**src/rtl/reg_wr_decoder_pkg.sv**
```systemverilog
// reg_wr_decoder_pkg: shared state encoding and select-width limits for the write-enable decoder
package reg_wr_decoder_pkg;
  typedef enum logic {ST_IDLE = 1'b0, ST_SWEEP = 1'b1} state_t;
  localparam int SEL_W_MIN = 1;
  localparam int SEL_W_MAX = 6;
endpackage

```
**src/rtl/reg_wr_decoder_onehot_dec.sv**
```systemverilog
// reg_wr_decoder_onehot_dec: combinational SEL_W-to-2**SEL_W one-hot decoder with enable
module reg_wr_decoder_onehot_dec #(
  parameter int SEL_W = 3
) (
  input  logic                  en,
  input  logic [SEL_W-1:0]      sel,
  output logic [2**SEL_W-1:0]   out
);
  localparam int OUT_W = 2**SEL_W;
  assign out = en ? OUT_W'(1) << sel : '0;
endmodule

```
**src/rtl/reg_wr_decoder.sv**
```systemverilog
// reg_wr_decoder: registered one-hot register-file write enable with r0 masking and clear sweep
module reg_wr_decoder
  import reg_wr_decoder_pkg::*;
#(
  parameter int SEL_W          = 3,
  parameter bit ZERO_MASK      = 1,
  parameter bit SWEEP_ON_RESET = 1
) (
  input  logic                clk,
  input  logic                reset,
  input  logic                en,
  input  logic [SEL_W-1:0]    sel,
  input  logic                sweep_req,
  output logic [2**SEL_W-1:0] out,
  output logic                sweep_active,
  output logic                sweep_done,
  output logic                busy
);
  localparam int OUT_W = 2**SEL_W;
  if (SEL_W < SEL_W_MIN || SEL_W > SEL_W_MAX) begin : g_bad_sel_w
    $error("reg_wr_decoder: SEL_W out of range");
  end
  state_t state, state_nxt;
  logic [SEL_W-1:0] cnt, cnt_nxt, dec_sel;
  logic [OUT_W-1:0] dec_out;
  logic sweep, last, dec_en;
  assign sweep = state == ST_SWEEP;
  assign busy = sweep;
  assign last = cnt == SEL_W'(OUT_W - 1);
  // One decoder serves both paths; a sweep ignores the r0 mask so r0 is cleared too
  always_comb begin
    dec_sel = sweep ? cnt : sel;
    dec_en = sweep || (en && !sweep_req && !(ZERO_MASK && sel == '0));
    state_nxt = sweep ? (last ? ST_IDLE : ST_SWEEP) : (sweep_req ? ST_SWEEP : ST_IDLE);
    cnt_nxt = (sweep && !last) ? cnt + SEL_W'(1) : '0;
  end
  reg_wr_decoder_onehot_dec #(.SEL_W(SEL_W)) u_dec (
    .en (dec_en),
    .sel(dec_sel),
    .out(dec_out)
  );
  always_ff @(posedge clk) begin
    if (reset) begin
      state <= SWEEP_ON_RESET ? ST_SWEEP : ST_IDLE;
      cnt <= '0;
      out <= '0;
      sweep_active <= 1'b0;
      sweep_done <= 1'b0;
    end else begin
      state <= state_nxt;
      cnt <= cnt_nxt;
      out <= dec_out;
      sweep_active <= sweep;
      sweep_done <= sweep && last;
    end
  end
endmodule

```
**config.mk**
```make
export PLATFORM = sky130hd
export DESIGN_NAME = reg_wr_decoder
export DESIGN_NICKNAME = d
export VERILOG_FILES = /design/src/rtl/reg_wr_decoder_pkg.sv /design/src/rtl/reg_wr_decoder_onehot_dec.sv /design/src/rtl/reg_wr_decoder.sv
export SDC_FILE = /design/constraint.sdc
export NUM_CORES = 1
export LEC_CHECK = 0
export BUFFER_PORTS_ARGS = -buffer_cell sky130_fd_sc_hd__clkbuf_2
export CORE_AREA = 2 2 39 41
export CTS_CLUSTER_DIAMETER = 120
export DETAILED_ROUTE_END_ITERATION = 10
export DIE_AREA = 0 0 41 43
export PLACE_DENSITY = 0.68
export RECOVER_POWER = 50
export SLEW_MARGIN = 20
export SYNTH_ARGS = -nofsm -noshare
export SYNTH_HDL_FRONTEND = slang
export SYNTH_SLANG_ARGS = --single-unit
```
**constraint.sdc**
```tcl
create_clock -name clk -period 0.95 [get_ports clk]
set_input_delay 0 -clock clk [delete_from_list [all_inputs] [get_ports clk]]
set_output_delay 0 -clock clk [all_outputs]
set_load 0.005 [all_outputs]
```
==> results of run 1 <==
==> cell usage in the layout (no fill, tap or decap) <==
| cell type | count |
|---|---|
| clkbuf_2 | 15 |
| dfxtp_1 | 11 |
| buf_4 | 11 |
| nor3_2 | 8 |
| a31oi_2 | 4 |
| and2_1 | 3 |
| dfxtp_4 | 3 |
| clkbuf_4 | 3 |
| inv_1 | 2 |
| nor3_1 | 2 |
| ha_4 | 2 |
| dlygate4sd3_1 | 2 |
| clkbuf_1 | 2 |
| nand2b_4 | 1 |
| nor2_4 | 1 |
| or3_4 | 1 |
| nor2_1 | 1 |
| clkinv_2 | 1 |
| a31oi_4 | 1 |
| nor3b_4 | 1 |
| mux2i_4 | 1 |
| nor3b_2 | 1 |
| and3b_2 | 1 |
| nand2_2 | 1 |
| o21ai_1 | 1 |
| nand2b_1 | 1 |
| mux2_4 | 1 |
| clkbuf_8 | 1 |
| buf_6 | 1 |
| buf_12 | 1 |
==> what timing repair did <==
item	in CTS	in global routing
gates resized for setup	8	14
setup endpoints to repair	10	13
pin swaps	5	2
buffers inserted	0	3
endpoints found under the hold margin	1	0
hold buffers	2	0
cloned	0	0
==> through the flow <==
| step | util, % | instance area, um2 |
|---|---|---|
| 2_1_floorplan | - | 587 |
| 3_3_place_gp | 54.6 | 756 |
| 3_5_place_dp | 54.6 | 756 |
| 4_1_cts | 61.0 | 845 |
| 5_1_grt | 68.2 | 943 |
| 6_report | 68.2 | 943 |
==> Yosys cell counts <==
library cell	instances	area (um2)
o21ai_0	1	5.00
dfxtp_1	14	280
nor3b_2	1	12.5
clkinv_1	1	3.75
or3_4	1	11.3
and3b_2	1	10.0
nand2_1	1	3.75
ha_1	2	25.0
inv_1	2	7.51
mux2i_1	1	10.0
buf_2	1	5.00
a31oi_1	4	25.0
nor3b_1	1	7.51
mux2_2	1	11.3
nor2_1	2	7.51
a31oi_4	1	21.3
nor3_1	10	50.1
nand2b_1	2	12.5
and2_1	3	18.8
==> worst min path at each step <==
stage	from	end	slack [ns]	depth (start not counted)
floorplan	reset	busy$_SDFF_PP1_	0.10	1
global placement	reset	busy$_SDFF_PP1_	0.22	2
detailed placement	reset	busy$_SDFF_PP1_	0.22	2
CTS	reset	cnt[0]$_SDFF_PP0_	0.13	4
global route	reset	cnt[0]$_SDFF_PP0_	0.14	4
finish	reset	cnt[0]$_SDFF_PP0_	0.13	4
==> state kept, by name, indices dropped and copies added, names as in the netlist <==
name          count
out               8
cnt               3
busy              1
sweep_active      1
sweep_done        1
==> cell type report <==
type / instances / area, um2 / share of cell area (%)
inverters: 3 / 12.5 / 1.33
multi-input cells: 32 / 367 / 38.9
flip-flops and latches: 14 / 292 / 30.9
repair buffers: 32 / 216 / 22.9
well taps: 16 / 20.0 / 2.12
clock buffers: 4 / 36.3 / 3.85
==> worst max-delay path: cells and delay by family, from the launching register on <==
| kind | cells | cell delay (ns) |
|---|---|---|
| flip-flops | 1 | 0.39 |
| AND/OR/NAND/NOR | 2 | 0.37 |
| buffers and inverters | 1 | 0.15 |
| AO/OA/AOI/OAI | 1 | 0.07 |
==> metal layers <==
| metal | up-vias | share of wire [%] |
|---|---|---|
| met4 | 0 | 1.5 |
| met1 | 230 | 42 |
| met3 | 2 | 3.2 |
| met5 | - | 0 |
| li1 | 246 | - |
| met2 | 8 | 53 |
==> cell families (layout without fill, tap and decap cells) <==
| logic type | Yosys count | after routing | share of synthesized area, % |
|---|---|---|---|
| simple gates | 22 | 22 | 25.4 |
| buf+inv | 4 | 39 | 3.08 |
| flops | 14 | 14 | 53.1 |
| fa+ha+maj | 2 | 2 | 4.74 |
| mux | 2 | 2 | 4.03 |
| compound gates | 6 | 6 | 9.71 |
==> where the power goes <==
group / switching, mW / internal (mW) / total (mW)
clock: 0.198 / 0.233 / 0.431
combinational: 0.0993 / 0.127 / 0.226
sequential: 0.0210 / 0.614 / 0.635
==> qor.txt, run 1 <==
Outcome -> finished with violations
Failing checks -> setup timing
Residual DRC -> 0
Vias -> 486
RSZ-0062 raised after global routing -> yes
Root Driver -> clkbuf_4
Share of cells above drive strength 1 -> 70.6%
Power, Total -> 1.29 mW
Worst r2r dst -> out[6]$_SDFF_PP0_
Critical-path cell list -> buf_6 -> nor3b_4 -> a31oi_2 -> nor3_1
Worst r2r src -> busy$_SDFF_PP1_
Layout Cells excl Fill -> 101
Endpoints failing setup -> 10
Setup WS pre-CTS -> -0.0644 ns
Avg Cell Area, Syn -> 10.6 um2
H-tree levels -> 1
Final Critical Period -> 1.06 ns
Routed len/inst -> 11.4 um
CTS tree -> done
CP max FO -> 7
Number of antenna violations at the first check in global routing -> 0
Worst-path clk slew -> 0.09 ns
Hold_ws -> 0.135 ns
# port buffers -> 17
CP endpoint -> out[6]$_SDFF_PP0_
Leak Pwr -> 0.396 nW
GR Layer Usage met1 -> 19.5%
Syn Nets -> 59
Worst vdd ir -> 788 uV
Hold WC Path Type -> primary input to flop
Slew at the pin with the worst max-slew slack -> 0.238 ns
Initial DRT Pass Iterations -> 2
Total Neg Setup Slack -> -0.622 ns
Worst Setup SP -> busy$_SDFF_PP1_
Met3 Track Usage GR -> 4.71%
Final worst-path cycle share -> 112%
Worst skew pair latency -> 0.27 ns
Io pins -> 18
Power density over cell area -> 1370 nW/um2
Die W -> 41 um
Area Growth Syn to Fin -> 78.7%
R2r setup slk -> -0.11 ns
Routed wire length -> 1150 um
Placer Congestion -> 0.815
Seq/Total Area, Yosys -> 53.1%
Post-route ant nets -> 0
Total GRT Usage -> 15.1%
GR Layer Usage met2 -> 22.5%
Worst-case clock buffer depth -> 2
Final net count -> 95
Yosys cell types -> 19
Gate Count Post-Synth -> 50
Diode count -> 0
Global route overflow -> 0
Die Footprint -> 1760 um2
Total number of yosys warnings -> 0
Global-route wire length before repair -> 1810 um
CP peak stage delay -> 0.39 ns
Max_slew headroom -> 83.8%
Cell Rows -> 14
Final HPWL DP -> 789 um
Max-cap viol count -> 0
Clock Sinks -> 14
Starting Density -> 38.2%
Final Hold Violating Endpoints -> 0
Vias/cell -> 4.81
FILL cells -> 106
Die height -> 43 um
Worst setup margin -> -0.112 ns
Setup CP Type -> flop to flop
Pins Over Slew Limit -> 0
Critical path data required time -> 1.14 ns
Pin count of the biggest net entering global routing -> 9
CP startpoint kind -> flop
Critical-path top delay cell -> dfxtp_4
DR iter-0 viols -> 2
Flops & latches, synth -> 14
Placed insts -> 92
Critical path arrival -> 1.26 ns
Vias in the first global route -> 433
Fmax -> 941 MHz
Crit path capture type -> flop
Post-Syn Area -> 528 um2
Grt peak-use layer -> met2
TritonCTS Buffers -> 3
Core area -> 1380 um2
Final Skew -> 0.000975 ns
FF-to-FF path depth -> 4
Power figures use the tool's default switching activity.
==> inputs of run 2 (changes only) <==
--- a/config.mk
+++ b/config.mk
@@ -12,6 +12,7 @@
 export DIE_AREA = 0 0 41 43
 export PLACE_DENSITY = 0.68
 export RECOVER_POWER = 50
+export SETUP_SLACK_MARGIN = 0.5
 export SLEW_MARGIN = 20
 export SYNTH_ARGS = -nofsm -noshare
 export SYNTH_HDL_FRONTEND = slang
==> constraint.sdc (replaced) <==
create_clock -name clk -period 0.9 [get_ports clk]
set_input_delay 0 -clock clk [delete_from_list [all_inputs] [get_ports clk]]
set_output_delay 0 -clock clk [all_outputs]
set_load 0.005 [all_outputs]
==> qor.txt, run 2 (synthesis results as in run 1) <==
Vias -> 479 (was 486)
Biggest regs -> out: 8 flops, cnt: 3 flops (unchanged)
Routed wl met3 -> 53 um (was 37 um)
Root Driver -> clkbuf_4 (unchanged)
Met1 WL -> 430 um (was 489 um)
Io pins -> 18 (unchanged)
Worst vdd ir -> 698 uV (was 788 uV)
Cell Rows -> 14 (unchanged)
Die W -> 41 um (unchanged)
Final core occ -> 61.8% (was 68.2%)
Area occupied by multi-input gates -> 303 um2 (was 367 um2)
Worst-case clock buffer depth -> 2 (unchanged)
Starting Density -> 38.2% (unchanged)
H-tree levels -> 1 (unchanged)
Top reg by flops -> out (unchanged)
DR iter-0 viols -> 6 (was 2)
Slew at the pin with the worst max-slew slack -> 0.269 ns (was 0.238 ns)
Failing checks -> hold timing, setup timing (was setup timing)
Initial DRT Pass Iterations -> 4 (was 2)
Area Growth Syn to Fin -> 61.8% (was 78.7%)
Die height -> 43 um (unchanged)
Pins Over Slew Limit -> 0 (unchanged)
Critical-path top delay cell -> dfxtp_4 (unchanged)
Diode count -> 0 (unchanged)
Final net count -> 93 (was 95)
Clock Sinks -> 14 (unchanged)
Commonest non-fill, non-tap cell in the layout -> clkbuf_2 (unchanged)
Residual DRC -> 0 (unchanged)
Vias/cell -> 4.84 (was 4.81)
Met2 WL -> 569 um (was 607 um)
RSZ-0062 raised after global routing -> yes (unchanged)
Routed len/inst -> 10.7 um (was 11.4 um)
Final Skew -> 0.00327 ns (was 0.000975 ns)
CP max FO -> 6 (was 7)
Post-route ant nets -> 0 (unchanged)
Leak Pwr -> 0.374 nW (was 0.396 nW)
Share of cells above drive strength 1 -> 63.9% (was 70.6%)
Total GRT Usage -> 13.6% (was 15.1%)
Hold_ws -> -0.0607 ns (was 0.135 ns)
Outcome -> finished with violations (unchanged)
Placer Congestion -> 0.697 (was 0.815)
Setup CP Type -> flop to flop (unchanged)
Vias in the first global route -> 399 (was 433)
Critical path data required time -> 1.06 ns (was 1.14 ns)
Worst-path clk slew -> 0.08 ns (was 0.09 ns)
FILL cells -> 116 (was 106)
Crit path capture type -> flop (unchanged)
R2r setup slk -> -0.09 ns (was -0.11 ns)
Number of antenna violations at the first check in global routing -> 0 (unchanged)
Max-cap viol count -> 0 (unchanged)
Power density over cell area -> 1440 nW/um2 (was 1370 nW/um2)
CP startpoint kind -> flop (unchanged)
Layout Cells excl Fill -> 99 (was 101)
Commonest cells after routing, fill and taps aside -> clkbuf_2, buf_4, nor3_1, dfxtp_1 (was clkbuf_2, dfxtp_1, buf_4)
FF-to-FF path depth -> 3 (was 4)
TritonCTS Buffers -> 3 (unchanged)
# port buffers -> 17 (unchanged)
Hold WC Path Type -> primary input to flop (unchanged)
Global route overflow -> 0 (unchanged)
Global-route wire length before repair -> 1580 um (was 1810 um)
Final worst-path cycle share -> 110% (was 112%)
Critical-path cell list -> buf_4 -> mux2i_4 -> nor3_1 (was buf_6 -> nor3b_4 -> a31oi_2 -> nor3_1)
Final Hold Violating Endpoints -> 1 (was 0)
Max reg flops -> 8 (unchanged)
Final HPWL DP -> 793 um (was 789 um)
Critical path arrival -> 1.15 ns (was 1.26 ns)
Pin count of the biggest net entering global routing -> 9 (unchanged)
Final Critical Period -> 0.991 ns (was 1.06 ns)
Core area -> 1380 um2 (unchanged)
Max_slew headroom -> 82.0% (was 83.8%)
CP peak stage delay -> 0.40 ns (was 0.39 ns)
CTS tree -> done (unchanged)
Worst setup margin -> -0.0911 ns (was -0.112 ns)
Routed wire length -> 1060 um (was 1150 um)
Die Footprint -> 1760 um2 (unchanged)
Highest routed metal layer -> met4 (unchanged)
Placed insts -> 92 (unchanged)
Worst skew pair latency -> 0.27 ns (about the same)
Endpoints failing setup -> 13 (was 10)
Hold Crit Depth -> 2 (was 4)
Fmax -> 1010 MHz (was 941 MHz)
Sequential standard cell area -> 293 um2 (was 292 um2)
[run 2: cell types whose count changed in the layout (fill, tap and decap cells not counted), sizes merged]
cell | before | now
dlygate4sd3 | 2 | 0
buf | 13 | 14
clkbuf | 21 | 20
[run 2: layout make-up]
class	count	share of cell area, %
Inverter	3	1.90
Multi-Input combinational cell	32	35.4
Tap cell	16	2.34
Sequential cell	14	34.3
Clock buffer	4	3.07
Timing Repair Buffer	30	23.0
[run 2: repair_timing]
action,4_1_cts,5_1_grt
endpoints found under the setup margin,25,25
endpoints found under the hold margin,1,1
pin swaps,5,3
setup buffers,2,1
gates resized for setup,7,9
[run 2: where the power goes]
| part | switching [mW] | total, mW | internal (mW) |
|---|---|---|---|
| clock network | 0.194 | 0.366 | 0.172 |
| logic | 0.0860 | 0.198 | 0.112 |
| registers | 0.0214 | 0.670 | 0.648 |
[run 2: worst max-delay path, delay by kind of cell, from the launching register on]
family / cells / cell delay (ns)
DFF: 1 / 0.40
muxes: 1 / 0.26
buffers and inverters: 1 / 0.13
and+or+nand+nor: 1 / 0.08
[run 2: worst paths after layout]
check	start	to
hold / removal	reset	busy$_SDFF_PP1_
setup / recovery	busy$_SDFF_PP1_	out[4]$_SDFF_PP0_
setup reg to reg	busy$_SDFF_PP1_	out[4]$_SDFF_PP0_
hold reg to reg	cnt[0]$_SDFF_PP0_	cnt[0]$_SDFF_PP0_
[run 2: metrics by stage]
| stage | area (um2) | power, mW | TNS (ns) | setup WS [ns] |
|---|---|---|---|---|
| 2_1_floorplan | 599 | 0.772 | -0.183 | -0.0305 |
| 3_3_place_gp | 768 | 0.855 | -0.973 | -0.108 |
| 3_5_place_dp | 768 | 0.858 | -0.988 | -0.112 |
| 4_1_cts | 833 | 1.24 | -0.875 | -0.0984 |
| 5_1_grt | 855 | 1.29 | -1.63 | -0.159 |
| 6_report | 855 | 1.23 | -0.877 | -0.0911 |
[run 2: metal layers]
layer | track usage [%] | vias to the layer above
li1 | - | 243
met1 | 15.2 | 221
met2 | 21.9 | 13
met3 | 4.71 | 2
met4 | 6.00 | 0
met5 | 0 | -
==> inputs of run 3 (changes only) <==
--- a/config.mk
+++ b/config.mk
@@ -7,6 +7,7 @@
 export LEC_CHECK = 0
 export BUFFER_PORTS_ARGS = -buffer_cell sky130_fd_sc_hd__clkbuf_2
 export CORE_AREA = 2 2 39 41
+export CTS_BUF_LIST = sky130_fd_sc_hd__clkbuf_8
 export CTS_CLUSTER_DIAMETER = 120
 export DETAILED_ROUTE_END_ITERATION = 10
 export DIE_AREA = 0 0 41 43
==> qor.txt, run 3 (synthesis results as in run 1) <==
Routed wire length -> 1110 um (was 1060 um)
Area Growth Syn to Fin -> 66.4% (was 61.8%)
Power density over cell area -> 1580 nW/um2 (was 1440 nW/um2)
Critical-path top delay cell -> dfxtp_4 (unchanged)
Top reg by flops -> out (unchanged)
Critical-path cell list -> buf_4 -> mux2i_4 -> nor3_1 (unchanged)
Pins Over Slew Limit -> 0 (unchanged)
Pint -> 1.06 mW (was 0.932 mW)
Total Neg Setup Slack -> -0.912 ns (was -0.877 ns)
Critical path data required time -> 1.02 ns (was 1.06 ns)
Max_slew headroom -> 81.5% (was 82.0%)
Hold WC Path Type -> primary input to flop (unchanged)
Biggest regs -> out: 8 flops, cnt: 3 flops (unchanged)
CP startpoint kind -> flop (unchanged)
Gate power share -> 14.4% (was 16.1%)
Clock network power share -> 37.1% (was 29.7%)
Commonest non-fill, non-tap cell in the layout -> clkbuf_2 (unchanged)
Leak Pwr -> 0.377 nW (was 0.374 nW)
Routed len/inst -> 11.2 um (was 10.7 um)
R2r setup slk -> -0.10 ns (was -0.09 ns)
Vias -> 488 (was 479)
Io pins -> 18 (unchanged)
Die height -> 43 um (unchanged)
Worst Setup SP -> busy$_SDFF_PP1_ (unchanged)
Failing checks -> hold timing, setup timing (unchanged)
Post-route ant nets -> 0 (unchanged)
Diode count -> 0 (unchanged)
TritonCTS Buffers -> 3 (unchanged)
Family with the most delay on the worst path -> flip-flops (unchanged)
Starting Density -> 38.2% (unchanged)
Final Cell Area -> 878 um2 (was 855 um2)
Initial DRT Pass Iterations -> 2 (was 4)
Final Hold Violating Endpoints -> 1 (unchanged)
Crit path capture type -> flop (unchanged)
FF-to-FF path depth -> 3 (unchanged)
Final worst-path cycle share -> 111% (was 110%)
Placer Congestion -> 0.697 (unchanged)
Final net count -> 93 (unchanged)
Sw frac -> 23.2% (was 24.5%)
RSZ-0062 raised after global routing -> yes (unchanged)
WP buf/inv -> 1 (unchanged)
Worst r2r dst -> out[5]$_SDFF_PP0_ (was out[4]$_SDFF_PP0_)
Worst-case clock buffer depth -> 2 (unchanged)
Vias/cell -> 4.93 (was 4.84)
Seq pwr share -> 48.5% (was 54.3%)
H-tree levels -> 1 (unchanged)
CTS tree -> done (unchanged)
Root Driver -> clkbuf_8 (was clkbuf_4)
Vias in the first global route -> 404 (was 399)
Die Footprint -> 1760 um2 (unchanged)
Residual DRC -> 0 (unchanged)
Pin count of the biggest net entering global routing -> 9 (unchanged)
DR iter-0 viols -> 7 (was 6)
Hold_ws -> -0.0279 ns (was -0.0607 ns)
Clock Sinks -> 14 (unchanged)
# port buffers -> 17 (unchanged)
Worst setup margin -> -0.102 ns (was -0.0911 ns)
Core area -> 1380 um2 (unchanged)
CP max FO -> 6 (unchanged)
Max-cap viol count -> 0 (unchanged)
CP peak stage delay -> 0.39 ns (was 0.40 ns)
Max reg flops -> 8 (unchanged)
Stages on worst setup path -> 3 (unchanged)
Outcome -> finished with violations (unchanged)
Cell Rows -> 14 (unchanged)
Final HPWL DP -> 793 um (unchanged)
Total GRT Usage -> 14.4% (was 13.6%)
Setup CP Type -> flop to flop (unchanged)
Worst-path clk slew -> 0.06 ns (was 0.08 ns)
CP endpoint -> out[5]$_SDFF_PP0_ (was out[4]$_SDFF_PP0_)
Commonest cells after routing, fill and taps aside -> clkbuf_2, buf_4, nor3_1 (was clkbuf_2, buf_4, nor3_1, dfxtp_1)
Number of antenna violations at the first check in global routing -> 0 (unchanged)
Die W -> 41 um (unchanged)
Worst r2r src -> busy$_SDFF_PP1_ (unchanged)
Global route overflow -> 0 (unchanged)
Placed cell area -> 768 um2 (unchanged)
NetSw -> 0.322 mW (was 0.302 mW)
Share of cells above drive strength 1 -> 63.9% (unchanged)
Final Critical Period -> 1.00 ns (was 0.991 ns)
Endpoints failing setup -> 12 (was 13)
Critical path arrival -> 1.12 ns (was 1.15 ns)
Fmax -> 998 MHz (was 1010 MHz)
Global-route wire length before repair -> 1630 um (was 1580 um)
Worst vdd ir -> 689 uV (was 698 uV)
Worst skew pair latency -> 0.24 ns (was 0.27 ns)
Slew at the pin with the worst max-slew slack -> 0.278 ns (was 0.269 ns)
Final Skew -> 0.00345 ns (was 0.00327 ns)
[run 3: changes by cell type in the layout (fill, tap and decap cells not counted), sizes merged]
cell    before  now
inv          2    3
clkbuf      20   19
[run 3: worst min path at each step]
stage           from              end  slack (ns)  depth (start not counted)
6_report       reset  busy$_SDFF_PP1_       -0.03                          2
3_3_place_gp   reset  busy$_SDFF_PP1_        0.23                          2
3_5_place_dp   reset  busy$_SDFF_PP1_        0.22                          2
5_1_grt        reset  busy$_SDFF_PP1_      -0.001                          2
4_1_cts        reset  busy$_SDFF_PP1_       -0.03                          2
2_1_floorplan  reset  busy$_SDFF_PP1_        0.10                          1
[run 3: power by group through the flow]
| stage | clock (mW) | sequential, mW | combinational [mW] |
|---|---|---|---|
| 2_1_floorplan | 0 | 0.687 | 0.0846 |
| 3_3_place_gp | 0 | 0.684 | 0.171 |
| 3_5_place_dp | 0 | 0.686 | 0.172 |
| 4_1_cts | 0.536 | 0.670 | 0.192 |
| 5_1_grt | 0.546 | 0.677 | 0.221 |
| 6_report | 0.514 | 0.672 | 0.200 |
[run 3: cell type report]
cell class,count,area (um2)
Clock buffer,3,41.3
Multi-Input combinational cell,32,309
Fill cell,112,505
Tap cell,16,20.0
Inverter,3,16.3
Timing Repair Buffer,30,193
Sequential cell,14,295
Clock inverter,1,3.75
[run 3: what timing repair did]
action                                  4_1_cts  5_1_grt
buffers inserted                              2        1
cloned                                        0        0
pin swaps                                     5        2
endpoints found under the setup margin       25       25
gates resized for setup                       7       10
endpoints found under the hold margin         1        1
[run 3: routing by layer]
layer	vias up	routed length (um)	track usage, %
met5	-	0	0
met4	0	24	12.0
met3	3	44	3.14
met2	11	571	21.6
met1	231	465	16.1
li1	243	-	-
[run 3: through the flow]
stage	util (%)	total power [mW]	cells	hold slack [ns]	setup slack, ns
floorplan	-	0.772	50	0.101	-0.0305
global placement	55.5	0.855	92	0.225	-0.108
detailed placement	55.5	0.858	92	0.224	-0.112
CTS	61.6	1.40	98	-0.0288	-0.0947
global route	63.5	1.44	99	-0.000995	-0.166
finish	63.5	1.39	99	-0.0279	-0.102
[run 3: worst register-to-register path, stage by stage, from the launching register on]
cell and delay [ns]:
dfxtp_4 0.39, buf_4 0.13, mux2i_4 0.27, nor3_1 0.09
